[src/rtl/lsu_req_ctrl.sv]
// Load/store stage controller: issues one bus access at a time, aligns load data, holds one WB result.
// Optional misalignment trap is compiled in with `define LSU_MISALIGN_EXCEPT_EN.
module lsu_req_ctrl #(
  parameter int CPU_WIDTH = 64,
  parameter int REG_ADDRW = 5
) (
  input  logic                 i_clk,
  input  logic                 i_rst_n,
  input  logic                 mem_valid_i,
  output logic                 mem_ready_o,
  input  logic [CPU_WIDTH-1:0] i_lsu_exres,
  input  logic [CPU_WIDTH-1:0] i_lsu_rs2,
  input  logic [REG_ADDRW-1:0] i_lsu_rdid,
  input  logic                 i_lsu_rdwen,
  input  logic [2:0]           i_lsu_func3,
  input  logic                 i_lsu_lden,
  input  logic                 i_lsu_sten,
  input  logic [CPU_WIDTH-1:0] i_mem_pc,
  output logic                 o_dreq_valid,
  input  logic                 i_dreq_ready,
  output logic [CPU_WIDTH-1:0] o_dreq_addr,
  output logic                 o_dreq_wen,
  output logic [CPU_WIDTH-1:0] o_dreq_wdata,
  output logic [7:0]           o_dreq_wstrb,
  output logic [1:0]           o_dreq_size,
  input  logic                 i_dresp_valid,
  input  logic [CPU_WIDTH-1:0] i_dresp_rdata,
  output logic                 wb_valid_o,
  input  logic                 wb_ready_i,
  output logic [CPU_WIDTH-1:0] o_wb_data,
  output logic [REG_ADDRW-1:0] o_wb_rdid,
  output logic                 o_wb_rdwen,
  output logic [CPU_WIDTH-1:0] o_wb_pc,
  output logic                 o_wb_except_en,
  output logic [CPU_WIDTH-1:0] o_wb_except_code
);

  typedef enum logic [1:0] {S_IDLE = 2'd0, S_REQ = 2'd1, S_RESP = 2'd2} state_t;

  state_t               r_state;
  logic                 r_dreq_valid;
  logic [CPU_WIDTH-1:0] r_dreq_addr;
  logic                 r_dreq_wen;
  logic [CPU_WIDTH-1:0] r_dreq_wdata;
  logic [7:0]           r_dreq_wstrb;
  logic [1:0]           r_dreq_size;
  logic [2:0]           r_func3;
  logic [REG_ADDRW-1:0] r_rdid;
  logic                 r_rdwen;
  logic [CPU_WIDTH-1:0] r_pc;
  logic                 r_wb_valid;
  logic [CPU_WIDTH-1:0] r_wb_data;
  logic [REG_ADDRW-1:0] r_wb_rdid;
  logic                 r_wb_rdwen;
  logic [CPU_WIDTH-1:0] r_wb_pc;

  logic                 w_accept;
  logic                 w_is_mem;
  logic                 w_except;
  logic [2:0]           w_off;
  logic [7:0]           w_strb_base;
  logic [7:0]           w_wstrb;
  logic [CPU_WIDTH-1:0] w_wdata;
  logic [CPU_WIDTH-1:0] w_shifted;
  logic [CPU_WIDTH-1:0] w_load_data;

  assign mem_ready_o = (r_state == S_IDLE) && (!r_wb_valid || wb_ready_i);
  assign w_accept    = mem_valid_i && mem_ready_o;
  assign w_is_mem    = i_lsu_lden || i_lsu_sten;
  assign w_off       = i_lsu_exres[2:0];

`ifdef LSU_MISALIGN_EXCEPT_EN
  logic                 r_wb_exc_en;
  logic [CPU_WIDTH-1:0] r_wb_exc_code;
  logic                 w_misalign;

  always_comb begin
    w_misalign = 1'b0;
    case (i_lsu_func3[1:0])
      2'b01:   w_misalign = w_off[0];
      2'b10:   w_misalign = |w_off[1:0];
      2'b11:   w_misalign = |w_off;
      default: w_misalign = 1'b0;
    endcase
  end

  assign w_except         = w_is_mem && w_misalign;
  assign o_wb_except_en   = r_wb_exc_en;
  assign o_wb_except_code = r_wb_exc_code;
`else
  assign w_except         = 1'b0;
  assign o_wb_except_en   = 1'b0;
  assign o_wb_except_code = '0;
`endif

  always_comb begin
    w_strb_base = 8'h01;
    case (i_lsu_func3[1:0])
      2'b00:   w_strb_base = 8'h01;
      2'b01:   w_strb_base = 8'h03;
      2'b10:   w_strb_base = 8'h0F;
      default: w_strb_base = 8'hFF;
    endcase
  end

  // Lanes pushed past byte 7 fall off the 8-bit strobe.
  assign w_wstrb   = w_strb_base << w_off;
  assign w_wdata   = i_lsu_rs2 << {w_off, 3'b000};
  assign w_shifted = i_dresp_rdata >> {r_dreq_addr[2:0], 3'b000};

  always_comb begin
    w_load_data = w_shifted;
    case (r_func3)
      3'b000:  w_load_data = {{(CPU_WIDTH-8){w_shifted[7]}}, w_shifted[7:0]};
      3'b001:  w_load_data = {{(CPU_WIDTH-16){w_shifted[15]}}, w_shifted[15:0]};
      3'b010:  w_load_data = {{(CPU_WIDTH-32){w_shifted[31]}}, w_shifted[31:0]};
      3'b100:  w_load_data = {{(CPU_WIDTH-8){1'b0}}, w_shifted[7:0]};
      3'b101:  w_load_data = {{(CPU_WIDTH-16){1'b0}}, w_shifted[15:0]};
      3'b110:  w_load_data = {{(CPU_WIDTH-32){1'b0}}, w_shifted[31:0]};
      default: w_load_data = w_shifted;
    endcase
  end

  // Request FSM and the single-entry writeback register share one clocked block.
  always_ff @(posedge i_clk) begin
    if (i_rst_n) begin
      r_state      <= S_IDLE;
      r_dreq_valid <= 1'b0;
      r_dreq_addr  <= '0;
      r_dreq_wen   <= 1'b0;
      r_dreq_wdata <= '0;
      r_dreq_wstrb <= '0;
      r_dreq_size  <= '0;
      r_func3      <= '0;
      r_rdid       <= '0;
      r_rdwen      <= 1'b0;
      r_pc         <= '0;
      r_wb_valid   <= 1'b0;
      r_wb_data    <= '0;
      r_wb_rdid    <= '0;
      r_wb_rdwen   <= 1'b0;
      r_wb_pc      <= '0;
`ifdef LSU_MISALIGN_EXCEPT_EN
      r_wb_exc_en   <= 1'b0;
      r_wb_exc_code <= '0;
`endif
    end else begin
      case (r_state)
        S_IDLE: begin
          if (w_accept && w_is_mem && !w_except) begin
            r_dreq_valid <= 1'b1;
            r_dreq_addr  <= i_lsu_exres;
            r_dreq_wen   <= i_lsu_sten;
            r_dreq_wdata <= w_wdata;
            r_dreq_wstrb <= w_wstrb;
            r_dreq_size  <= i_lsu_func3[1:0];
            r_func3      <= i_lsu_func3;
            r_rdid       <= i_lsu_rdid;
            r_rdwen      <= i_lsu_rdwen && i_lsu_lden;
            r_pc         <= i_mem_pc;
            r_state      <= S_REQ;
          end
        end
        S_REQ: begin
          if (i_dreq_ready) begin
            r_dreq_valid <= 1'b0;
            r_state      <= S_RESP;
          end
        end
        S_RESP: begin
          if (i_dresp_valid) r_state <= S_IDLE;
        end
        default: r_state <= S_IDLE;
      endcase

      if (w_accept && (!w_is_mem || w_except)) begin
        r_wb_valid <= 1'b1;
        r_wb_data  <= i_lsu_exres;
        r_wb_rdid  <= i_lsu_rdid;
        r_wb_rdwen <= i_lsu_rdwen && !w_except;
        r_wb_pc    <= i_mem_pc;
`ifdef LSU_MISALIGN_EXCEPT_EN
        r_wb_exc_en   <= w_except;
        r_wb_exc_code <= w_except ? (i_lsu_lden ? CPU_WIDTH'(4) : CPU_WIDTH'(6)) : '0;
`endif
      end else if ((r_state == S_RESP) && i_dresp_valid) begin
        r_wb_valid <= 1'b1;
        r_wb_data  <= r_dreq_wen ? '0 : w_load_data;
        r_wb_rdid  <= r_rdid;
        r_wb_rdwen <= r_rdwen;
        r_wb_pc    <= r_pc;
`ifdef LSU_MISALIGN_EXCEPT_EN
        r_wb_exc_en   <= 1'b0;
        r_wb_exc_code <= '0;
`endif
      end else if (wb_ready_i) begin
        r_wb_valid <= 1'b0;
      end
    end
  end

  assign o_dreq_valid = r_dreq_valid;
  assign o_dreq_addr  = r_dreq_addr;
  assign o_dreq_wen   = r_dreq_wen;
  assign o_dreq_wdata = r_dreq_wdata;
  assign o_dreq_wstrb = r_dreq_wstrb;
  assign o_dreq_size  = r_dreq_size;
  assign wb_valid_o   = r_wb_valid;
  assign o_wb_data    = r_wb_data;
  assign o_wb_rdid    = r_wb_rdid;
  assign o_wb_rdwen   = r_wb_rdwen;
  assign o_wb_pc      = r_wb_pc;

endmodule

[config.mk]
export PLATFORM = sky130hd
export DESIGN_NAME = lsu_req_ctrl
export DESIGN_NICKNAME = d
export VERILOG_FILES = /design/src/rtl/lsu_req_ctrl.sv
export SDC_FILE = /design/constraint.sdc
export NUM_CORES = 1
export LEC_CHECK = 0
export BUFFER_PORTS_ARGS = -buffer_cell sky130_fd_sc_hd__buf_2
export CORE_UTILIZATION = 31
export CTS_CLUSTER_SIZE = 14
export DETAILED_ROUTE_END_ITERATION = 12
export PLACE_DENSITY = 0.57
export SLEW_MARGIN = 30
export SYNTH_ARGS = -nofsm -noshare
export SYNTH_HDL_FRONTEND = slang
export SYNTH_SLANG_ARGS = --single-unit
[constraint.sdc]
create_clock -name i_clk -period 2.2 [get_ports i_clk]
set_clock_uncertainty 0.05 [all_clocks]
set_input_delay 0 -clock i_clk [delete_from_list [all_inputs] [get_ports i_clk]]
set_output_delay 0 -clock i_clk [all_outputs]
set_load 0.1 [all_outputs]
==> flow_metrics.env, run 1 <==
export IMPL_syn_inst=2127
export IMPL_pin_count=614
export IMPL_routabilityCongestion=0.929
export IMPL_synth_edf_count=0
export IMPL_area_growth_pct=40.9
export IMPL_timing_critical_path_fanout_max=50
export IMPL_rows=85
export IMPL_cts_root_buffer="clkbuf_16"
export IMPL_start_util_pct=31.6
export IMPL_antenna_found_initial=13
export IMPL_outcome="completed"
export IMPL_hold_class="in -> reg"
export IMPL_cp_arrival_ns=2.51
export IMPL_worstHoldStart="i_lsu_rs2[41]"
export IMPL_grt_max_degree=120
export IMPL_placement_cell_area_mm2=0.0205
export IMPL_drc_errors=0
export IMPL_max_freq_mhz=464
export IMPL_postRouteAntennaNets=0
export IMPL_die_w_um=237
export IMPL_total_power_uw=19900
export IMPL_clk_pin_slew_ns=0.06
export IMPL_rsz0062_at_grt="yes"
export IMPL_required_ns=2.56
export IMPL_overflow=0
export IMPL_slew_headroom_pct=50.2
export IMPL_synthArstFlopShare_pct=0
export IMPL_fin_crit_ns=2.15
export IMPL_cts_tree="yes"
export IMPL_fin_area_mm2=0.0241
export IMPL_critPathCaptureType="register"
export IMPL_htreeDepth=2
export IMPL_syn_avg_cell_area_um2=8.05
export IMPL_vias=18500
export IMPL_drtIter0Drc=1242
export IMPL_dr_pass1_iters=6
export IMPL_wirelength_um=72200
export IMPL_die_h_um=237
export IMPL_dieArea_mm2=0.0562
export IMPL_clkSinkCount=348
export IMPL_core_region_area_mm2=0.0541
export IMPL_yosys_warnings=0
export IMPL_grt_pass1_vias=17600
export IMPL_timing_final_crit_share_pct=97.9
export IMPL_crit_start="i_lsu_exres[0]"
export IMPL_post_drt_wl_per_cell_um=20.4
export IMPL_holdWs_ns=0.0299
export IMPL_clkLatencyLatePin_ns=0.55
export IMPL_cts_buffers=41
export IMPL_r2r_start="o_dreq_addr[1]"
export IMPL_m1WireLength_um=31600
export IMPL_topRoutingLayerUsed="met5"
export IMPL_fin_nets=3079
export IMPL_setup_violations_final=0
export IMPL_crit_type="in -> reg"
export IMPL_seq_area_frac_synth_pct=40.7
export IMPL_cp_start_kind="primary input"
export IMPL_met3_length_um=4860
export IMPL_hpwl_um=51300
export IMPL_synth_seq_cells=348
export IMPL_p_leak_uw=0.0106
export IMPL_clock_path_buffers=3
export IMPL_finalHoldViolCount=0
export IMPL_slew_violations=0
export IMPL_met2WireLength_um=33000
export IMPL_ys_flop_type="dfxtp_1"
export IMPL_ys_types=56
export IMPL_grt_usage_pct=24.7
export IMPL_maxCapViolCount=0
export IMPL_syn_area_mm2=0.0171
export IMPL_max_vdd_ir_drop_mv=0.505
export IMPL_viasPerCell=5.22
export IMPL_port_buffer_count=548
export IMPL_drive_above_1_share_pct=28.4
export IMPL_grt_pass1_wl_um=108000
export IMPL_tightest_slew_ns=0.743
export IMPL_fillers=5358
export IMPL_powerDensity_mw_per_mm2=826
## synthesized netlist by cell type (2+ instances only)
cell,count,area share (%)
nor4_1,70,2.6
nand4_1,3,0.11
buf_4,69,3.0
a211o_1,4,0.20
buf_2,23,0.67
nand2b_1,7,0.26
o2bb2ai_1,11,0.56
clkbuf_1,154,3.4
a211oi_1,22,0.97
o31a_1,7,0.36
a21oi_1,242,7.1
o21ai_0,28,0.82
a32oi_1,2,0.10
buf_6,6,0.39
nor3_1,32,0.94
inv_1,4,0.088
nor2b_1,15,0.55
o22ai_1,30,1.1
nor3_2,2,0.12
mux2_2,25,1.6
mux2i_1,55,3.2
dfxtp_1,348,41
a22oi_1,9,0.39
nand2_1,377,8.3
mux4_2,49,6.4
o22ai_2,4,0.29
buf_1,11,0.24
a221oi_1,15,0.77
nand3b_1,4,0.18
a311oi_1,13,0.67
o211ai_1,6,0.26
nand3_1,46,1.3
and3_1,33,1.2
a31oi_1,26,0.95
o31ai_1,13,0.57
or2_2,9,0.33
and2_1,10,0.37
nor2_1,300,6.6
a41oi_1,6,0.31
a2bb2oi_1,10,0.51
a31o_2,12,0.61
## logic make-up (layout without fill, tap and decap cells)
kind of cell | Yosys count | after routing | synth area share [%]
other | 1 | 78 | 0.0219
AOI/OAI and AO/OA | 466 | 466 | 16.9
and+or+nand+nor | 914 | 914 | 23.1
buffers and inverters | 268 | 915 | 7.82
muxes | 130 | 130 | 11.4
DFF | 348 | 348 | 40.7
## final cells by class
type | instances | area [um^2] | share of cell area [%]
timing repair buffer | 835 | 5710 | 23.7
tap | 696 | 871 | 3.61
sequential | 348 | 6980 | 28.9
inverter | 5 | 18.8 | 0.0778
clock buffer | 57 | 1190 | 4.92
clock inverter | 18 | 195 | 0.809
antenna | 13 | 32.5 | 0.135
multi-input combinational | 1575 | 9120 | 37.8
## cells in the final DEF, fill, tap and decap left out, drive strengths merged, types with 9 or more instances in the layout
cell type	n
a31oi	26
a2bb2oi	10
a311oi	13
clkinv	10
nand2	377
o21ai	28
a22oi	9
diode	13
and2	10
a211oi	22
buf	617
conb	65
nand3	46
nor2	300
mux2i	55
dlygate4sd3	218
or2	9
o31ai	13
clkbuf	57
o22ai	34
mux4	49
a31o	12
a21oi	242
nor4	70
a221oi	15
dfxtp	348
o2bb2ai	11
mux2	26
nor3	34
nor2b	15
and3	33
## per-layer routing
metal | GRT usage (%) | vias to the layer above
met2 | 38.5 | 778
li1 | - | 8713
met4 | 10.3 | 2
met1 | 33.3 | 8875
met3 | 4.64 | 144
met5 | 0 | -
## final timing paths
kind,cells past startpoint,to,slack [ns]
hold reg to reg,2,o_dreq_wdata[15],0.40
hold / removal,4,o_dreq_wdata[41],0.03
setup / recovery,7,o_dreq_wdata[34],0.05
setup reg to reg,6,o_wb_data[4],0.08
## timing repair
action | in CTS | in global routing
hold buffers | 218 | 0
hold endpoints to repair | 334 | 0
setup endpoints to repair | 0 | 138
setup buffers | 0 | 2
gates resized for setup | 0 | 10
## state kept, by name, indices dropped and copies added, names as in the netlist
signal,flops
r_state,2
o_dreq_wen,1
r_rdid,5
o_wb_data,64
o_dreq_wstrb,8
wb_valid_o,1
o_dreq_valid,1
o_wb_rdwen,1
o_dreq_size,1
o_wb_pc,64
o_dreq_addr,64
o_wb_rdid,5
r_rdwen,1
o_dreq_wdata,64
r_func3,2
r_pc,64
## critical path, stage by stage
cell and delay [ns]:
dlygate4sd3_1 0.54, buf_2 0.17, buf_12 0.29, mux4_2 0.55, dlygate4sd3_1 0.60, a221oi_2 0.26
nor3_1 0.07
## power by group
part / switching [uW] / internal, uW
clock: 2860 / 4150
combinational: 4500 / 1490
sequential: 228 / 6700
total: 7590 / 12300
## per-stage QoR
stage / worst slack, ns / TNS [ns] / utilization (%) / cells
2_1_floorplan: -0.0787 / -1.90 / - / 2191
3_5_place_dp: 0.0783 / 0 / 37.8 / 3239
5_1_grt: -0.00983 / -0.0251 / 44.6 / 3545
3_3_place_gp: 0.101 / 0 / 37.8 / 3239
4_1_cts: 0.0274 / 0 / 44.4 / 3532
6_report: 0.0463 / 0 / 44.6 / 3547
No activity file was read; power rests on OpenSTA's default activity.
==> inputs of run 2 (changes only) <==
--- a/config.mk
+++ b/config.mk
@@ -9,7 +9,7 @@
 export CORE_UTILIZATION = 31
 export CTS_CLUSTER_SIZE = 14
 export DETAILED_ROUTE_END_ITERATION = 12
-export PLACE_DENSITY = 0.57
+export PLACE_DENSITY = 0.55
 export SLEW_MARGIN = 30
 export SYNTH_ARGS = -nofsm -noshare
 export SYNTH_HDL_FRONTEND = slang
==> constraint.sdc (replaced) <==
create_clock -name i_clk -period 2.4 [get_ports i_clk]
set_clock_uncertainty 0.05 [all_clocks]
set_input_delay 0 -clock i_clk [delete_from_list [all_inputs] [get_ports i_clk]]
set_output_delay 0 -clock i_clk [all_outputs]
set_load 0.1 [all_outputs]
==> run 2 against run 1 <==
Effect of this change:
- setup slack better by 0.063 ns
- sequential share of layout area shrank 0.064 points
- utilization grew 0.083 points
- clock-buffer cell count increased by 7
- die area is the same
- largest cell class unchanged
- critical path depth did not move
- final cell count hardly changed
==> flow_metrics.env, run 2 (synthesized netlist as in run 1, its figures left out) <==
export IMPL_wirelength_um=74400
export IMPL_clk_pin_slew_ns=0.06
export IMPL_finalHoldViolCount=0
export IMPL_timing_final_crit_share_pct=95.5
export IMPL_cts_tree="yes"
export IMPL_port_buffer_count=548
export IMPL_drtIter0Drc=1531
export IMPL_clock_path_buffers=3
export IMPL_pin_count=614
export IMPL_required_ns=2.78
export IMPL_start_util_pct=31.6
export IMPL_grt_pass1_vias=17600
export IMPL_core_region_area_mm2=0.0541
export IMPL_overflow=0
export IMPL_final_common_cell="buf_2"
export IMPL_vias=18500
export IMPL_worst_slack_ns=0.109
export IMPL_setup_violations_final=0
export IMPL_htreeDepth=2
export IMPL_grt_max_degree=124
export IMPL_p_leak_uw=0.0106
export IMPL_crit_type="reg -> reg"
export IMPL_dieArea_mm2=0.0562
export IMPL_drive_above_1_share_pct=27.5
export IMPL_r2r_slack_ns=0.11
export IMPL_slew_violations=0
export IMPL_dr_pass1_iters=5
export IMPL_post_place_ws_ns=0.171
export IMPL_maxCapViolCount=0
export IMPL_die_w_um=237
export IMPL_slew_headroom_pct=32.9
export IMPL_fin_util_pct=44.6
export IMPL_critPathCaptureType="register"
export IMPL_grt_pass1_wl_um=109000
export IMPL_hpwl_um=52200
export IMPL_fin_area_mm2=0.0242
export IMPL_clkLatencyLatePin_ns=0.56
export IMPL_cp_arrival_ns=2.67
export IMPL_powerDensity_mw_per_mm2=758
export IMPL_fin_tns_setup_ns=0
export IMPL_final_cell_mix="546 x buf_2, 376 x nand2_1, 344 x dfxtp_1"
export IMPL_fin_crit_ns=2.29
export IMPL_antenna_found_initial=10
export IMPL_max_freq_mhz=436
export IMPL_postRouteAntennaNets=0
export IMPL_rsz0062_at_grt="no"
export IMPL_fin_nets=3085
export IMPL_cp_start_kind="register"
export IMPL_outcome="completed"
export IMPL_grt_usage_pct=25.2
export IMPL_hold_class="in -> reg"
export IMPL_tightest_slew_ns=1.00
export IMPL_viasPerCell=5.23
export IMPL_post_drt_wl_per_cell_um=21.0
export IMPL_clkSinkCount=348
export IMPL_die_h_um=237
export IMPL_cts_root_buffer="clkbuf_16"
export IMPL_total_power_uw=18300
export IMPL_cts_buffers=42
export IMPL_timing_critical_path_fanout_max=23
export IMPL_rows=85
export IMPL_max_vdd_ir_drop_mv=0.470
export IMPL_area_growth_pct=41.2
export IMPL_drc_errors=0
export IMPL_placement_cell_area_mm2=0.0204
export IMPL_routabilityCongestion=0.911
## run 2: cell types whose count changed in the layout (fill, tap and decap cells not counted), sizes merged
cell	delta
buf	-13
bufinv	-1
clkbuf	+8
clkinv	-3
clkinvlp	-2
diode	-8
dlygate4sd3	+17
## run 2: critical path: stages (launching register included)
cell,delay [ns]
dfxtp_4,0.44
buf_12,0.22
buf_4,0.19
mux2i_1,0.18
dlygate4sd3_1,0.56
o21ai_0,0.07
o31ai_1,0.29
a31oi_1,0.13
## run 2: final cells by class
cell class	instances	area, um^2
Antenna cell	5	12.5
Multi-Input combinational cell	1575	9090
Inverter	5	18.8
Fill cell	5396	30000
Timing Repair Buffer	840	5820
Clock inverter	12	141
Sequential cell	348	6980
Clock buffer	64	1240
Tap cell	696	871
## run 2: report_power, final
part,internal [uW],switching (uW),total [uW]
sequential,6140,204,6350
clock,3810,2630,6440
combinational,1380,4150,5530
total,11300,6990,18300
## run 2: final timing paths
check,start,to,depth (start not counted)
max,o_dreq_addr[0],o_wb_data[16],7
min,i_lsu_rs2[51],o_dreq_wdata[51],4
max reg2reg,o_dreq_addr[0],o_wb_data[16],7
min reg2reg,o_dreq_wstrb[7],o_dreq_wstrb[7],2
## run 2: routing by layer
metal / vias up / track usage (%) / share of wire (%)
met5: - / 0 / 0.090
met4: 10 / 11.6 / 4.4
met3: 175 / 4.92 / 7.1
met2: 794 / 39.6 / 46
met1: 8819 / 33.3 / 42
li1: 8739 / - / -
## run 2: timing repair
action / 4_1_cts / 5_1_grt
hold buffers: 235 / 0
buffers inserted: 0 / 2
resized for setup: 0 / 2
setup endpoints to repair: 0 / 17
hold endpoints to repair: 332 / 0
## run 2: stage by stage
stage	instances	hold slack, ns
floorplan	2191	0.0860
CTS	3537	0.000399
global placement	3226	0.204
detailed placement	3226	0.210
finish	3545	0.0343
global route	3544	0.0277
==> inputs of run 3 (changes only) <==
--- a/config.mk
+++ b/config.mk
@@ -6,10 +6,13 @@
 export NUM_CORES = 1
 export LEC_CHECK = 0
 export BUFFER_PORTS_ARGS = -buffer_cell sky130_fd_sc_hd__buf_2
-export CORE_UTILIZATION = 31
+export CELL_PAD_IN_SITES_DETAIL_PLACEMENT = 2
+export CELL_PAD_IN_SITES_GLOBAL_PLACEMENT = 2
+export CORE_ASPECT_RATIO = 1.75
+export CORE_UTILIZATION = 28
 export CTS_CLUSTER_SIZE = 14
 export DETAILED_ROUTE_END_ITERATION = 12
-export PLACE_DENSITY = 0.55
+export PLACE_DENSITY = 0.82
 export SLEW_MARGIN = 30
 export SYNTH_ARGS = -nofsm -noshare
 export SYNTH_HDL_FRONTEND = slang
==> run 3 against run 2 <==
Effect of this change:
- routed wire length grew 36%
- via count increased by 8.4%
- sequential power up 0.9%
- non-clock buffer count is 17 lower
- fmax shrank 2.2%
- critical path depth unchanged
- first-iteration DRC count shrank 27%
- global-route usage up 5.8 points
- setup slack got worse by 0.051 ns
- total power increased by 0.78%
- utilization down 5.0 points
- clock power down 3%
==> flow_metrics.env, run 3 (synthesized netlist as in run 1, its figures left out) <==
export IMPL_fin_nets=3064
export IMPL_dp_cells=3337
export IMPL_maxCapViolCount=0
export IMPL_worst_slack_ns=0.0582
export IMPL_clock_path_buffers=3
export IMPL_fin_crit_ns=2.34
export IMPL_clkSinkCount=348
export IMPL_start_util_pct=28.4
export IMPL_drtIter0Drc=1116
export IMPL_rows=119
export IMPL_rsz0062_at_grt="no"
export IMPL_drive_above_1_share_pct=28.5
export IMPL_critPathCaptureType="register"
export IMPL_port_buffer_count=548
export IMPL_timing_final_crit_share_pct=97.6
export IMPL_die_w_um=189
export IMPL_hpwl_um=64400
export IMPL_routabilityCongestion=0.915
export IMPL_worstReg2RegEnd="o_wb_rdid[0]"
export IMPL_fin_util_pct=39.7
export IMPL_required_ns=2.75
export IMPL_min_to="o_dreq_wdata[57]"
export IMPL_cts_tree="yes"
export IMPL_r2r_start="wb_valid_o"
export IMPL_holdPathStages=4
export IMPL_core_region_area_mm2=0.0603
export IMPL_grt_pass1_wl_um=145000
export IMPL_final_cell_mix="546 x buf_2, 376 x nand2_1, 344 x dfxtp_1"
export IMPL_drc_errors=0
export IMPL_post_drt_wl_per_cell_um=28.0
export IMPL_overflow=0
export IMPL_worstHoldStart="i_lsu_rs2[57]"
export IMPL_slew_violations=0
export IMPL_die_h_um=329
export IMPL_grt_pass1_vias=22600
export IMPL_outcome="completed"
export IMPL_r2r_cells=7
export IMPL_area_growth_pct=39.8
export IMPL_tightest_slew_ns=0.968
export IMPL_final_cells=3617
export IMPL_hold_class="in -> reg"
export IMPL_slew_headroom_pct=34.9
export IMPL_cp_start_kind="register"
export IMPL_dieArea_mm2=0.0622
export IMPL_grt_usage_pct=31.0
export IMPL_clkLatencyLatePin_ns=0.58
export IMPL_crit_start="wb_valid_o"
export IMPL_fin_tns_setup_ns=0
export IMPL_wirelength_um=101000
export IMPL_pin_count=614
export IMPL_grt_max_degree=149
export IMPL_postRouteAntennaNets=0
export IMPL_powerDensity_mw_per_mm2=771
export IMPL_dr_pass1_iters=5
export IMPL_final_common_cell="buf_2"
export IMPL_htreeDepth=2
export IMPL_finalHoldViolCount=0
export IMPL_setup_violations_final=0
export IMPL_cp_arrival_ns=2.69
export IMPL_max_vdd_ir_drop_mv=0.524
export IMPL_viasPerCell=5.55
export IMPL_r2r_slack_ns=0.06
export IMPL_cts_root_buffer="clkbuf_16"
export IMPL_post_cts_buffers=0
export IMPL_cts_buffers=38
export IMPL_post_place_ws_ns=0.248
export IMPL_crit_type="reg -> reg"
export IMPL_timing_critical_path_fanout_max=69
export IMPL_max_freq_mhz=427
export IMPL_antenna_found_initial=11
export IMPL_clk_pin_slew_ns=0.07
export IMPL_total_power_uw=18500
export IMPL_vias=20100
export IMPL_p_leak_uw=0.0104
[run 3: where the power goes]
group          internal [uW]  switching [uW]
Combinational           1330            4440
Sequential              6140             273
Clock                   3450            2820
[run 3: how the worst max path moves through the flow]
stage	endpoint	depth (start not counted)
after CTS	o_dreq_wdata[35]	7
after global placement	o_wb_data[19]	7
after floorplan	o_wb_data[59]	8
after detailed placement	o_wb_data[37]	7
after global routing	o_dreq_wdata[34]	7
final	o_wb_rdid[0]	7
[run 3: repair_timing]
action                                  4_1_cts  5_1_grt
gates resized for setup                       0        7
endpoints found under the setup margin        0       16
endpoints found under the hold margin       323        0
hold buffers                                199        0
[run 3: through the flow]
| step | hold slack (ns) | instance area [um^2] |
|---|---|---|
| global route | 0.0539 | 23900 |
| finish | 0.0342 | 23900 |
| floorplan | 0.0860 | 17400 |
| CTS | 0.00432 | 23900 |
| detailed placement | 0.213 | 20600 |
| global placement | 0.204 | 20600 |
[run 3: routing by layer]
metal  global-route usage [%]  up-vias  wire length, um
met2                     57.6     1042            52200
li1                         -     8677                -
met3                     6.13      417             6070
met5                        0        -                0
met4                     26.3        0             9550
met1                     28.9     9956            33600
[run 3: critical path: stages (launching register included)]
cell and delay [ns]:
dfxtp_2 0.34, nand2b_1 0.30, nand4_1 0.23, buf_12 0.24
nand2_2 0.10, buf_12 0.31, nor2_1 0.11, nor4_1 0.42
[run 3: final cells by class]
type,instances,area [um^2]
fill,6740,36400
multi-input combinational,1575,9100
inverter,5,18.8
tap,786,983
clock inverter,20,235
sequential,348,6980
timing repair buffer,823,5540
clock buffer,48,1040
antenna,12,30.0
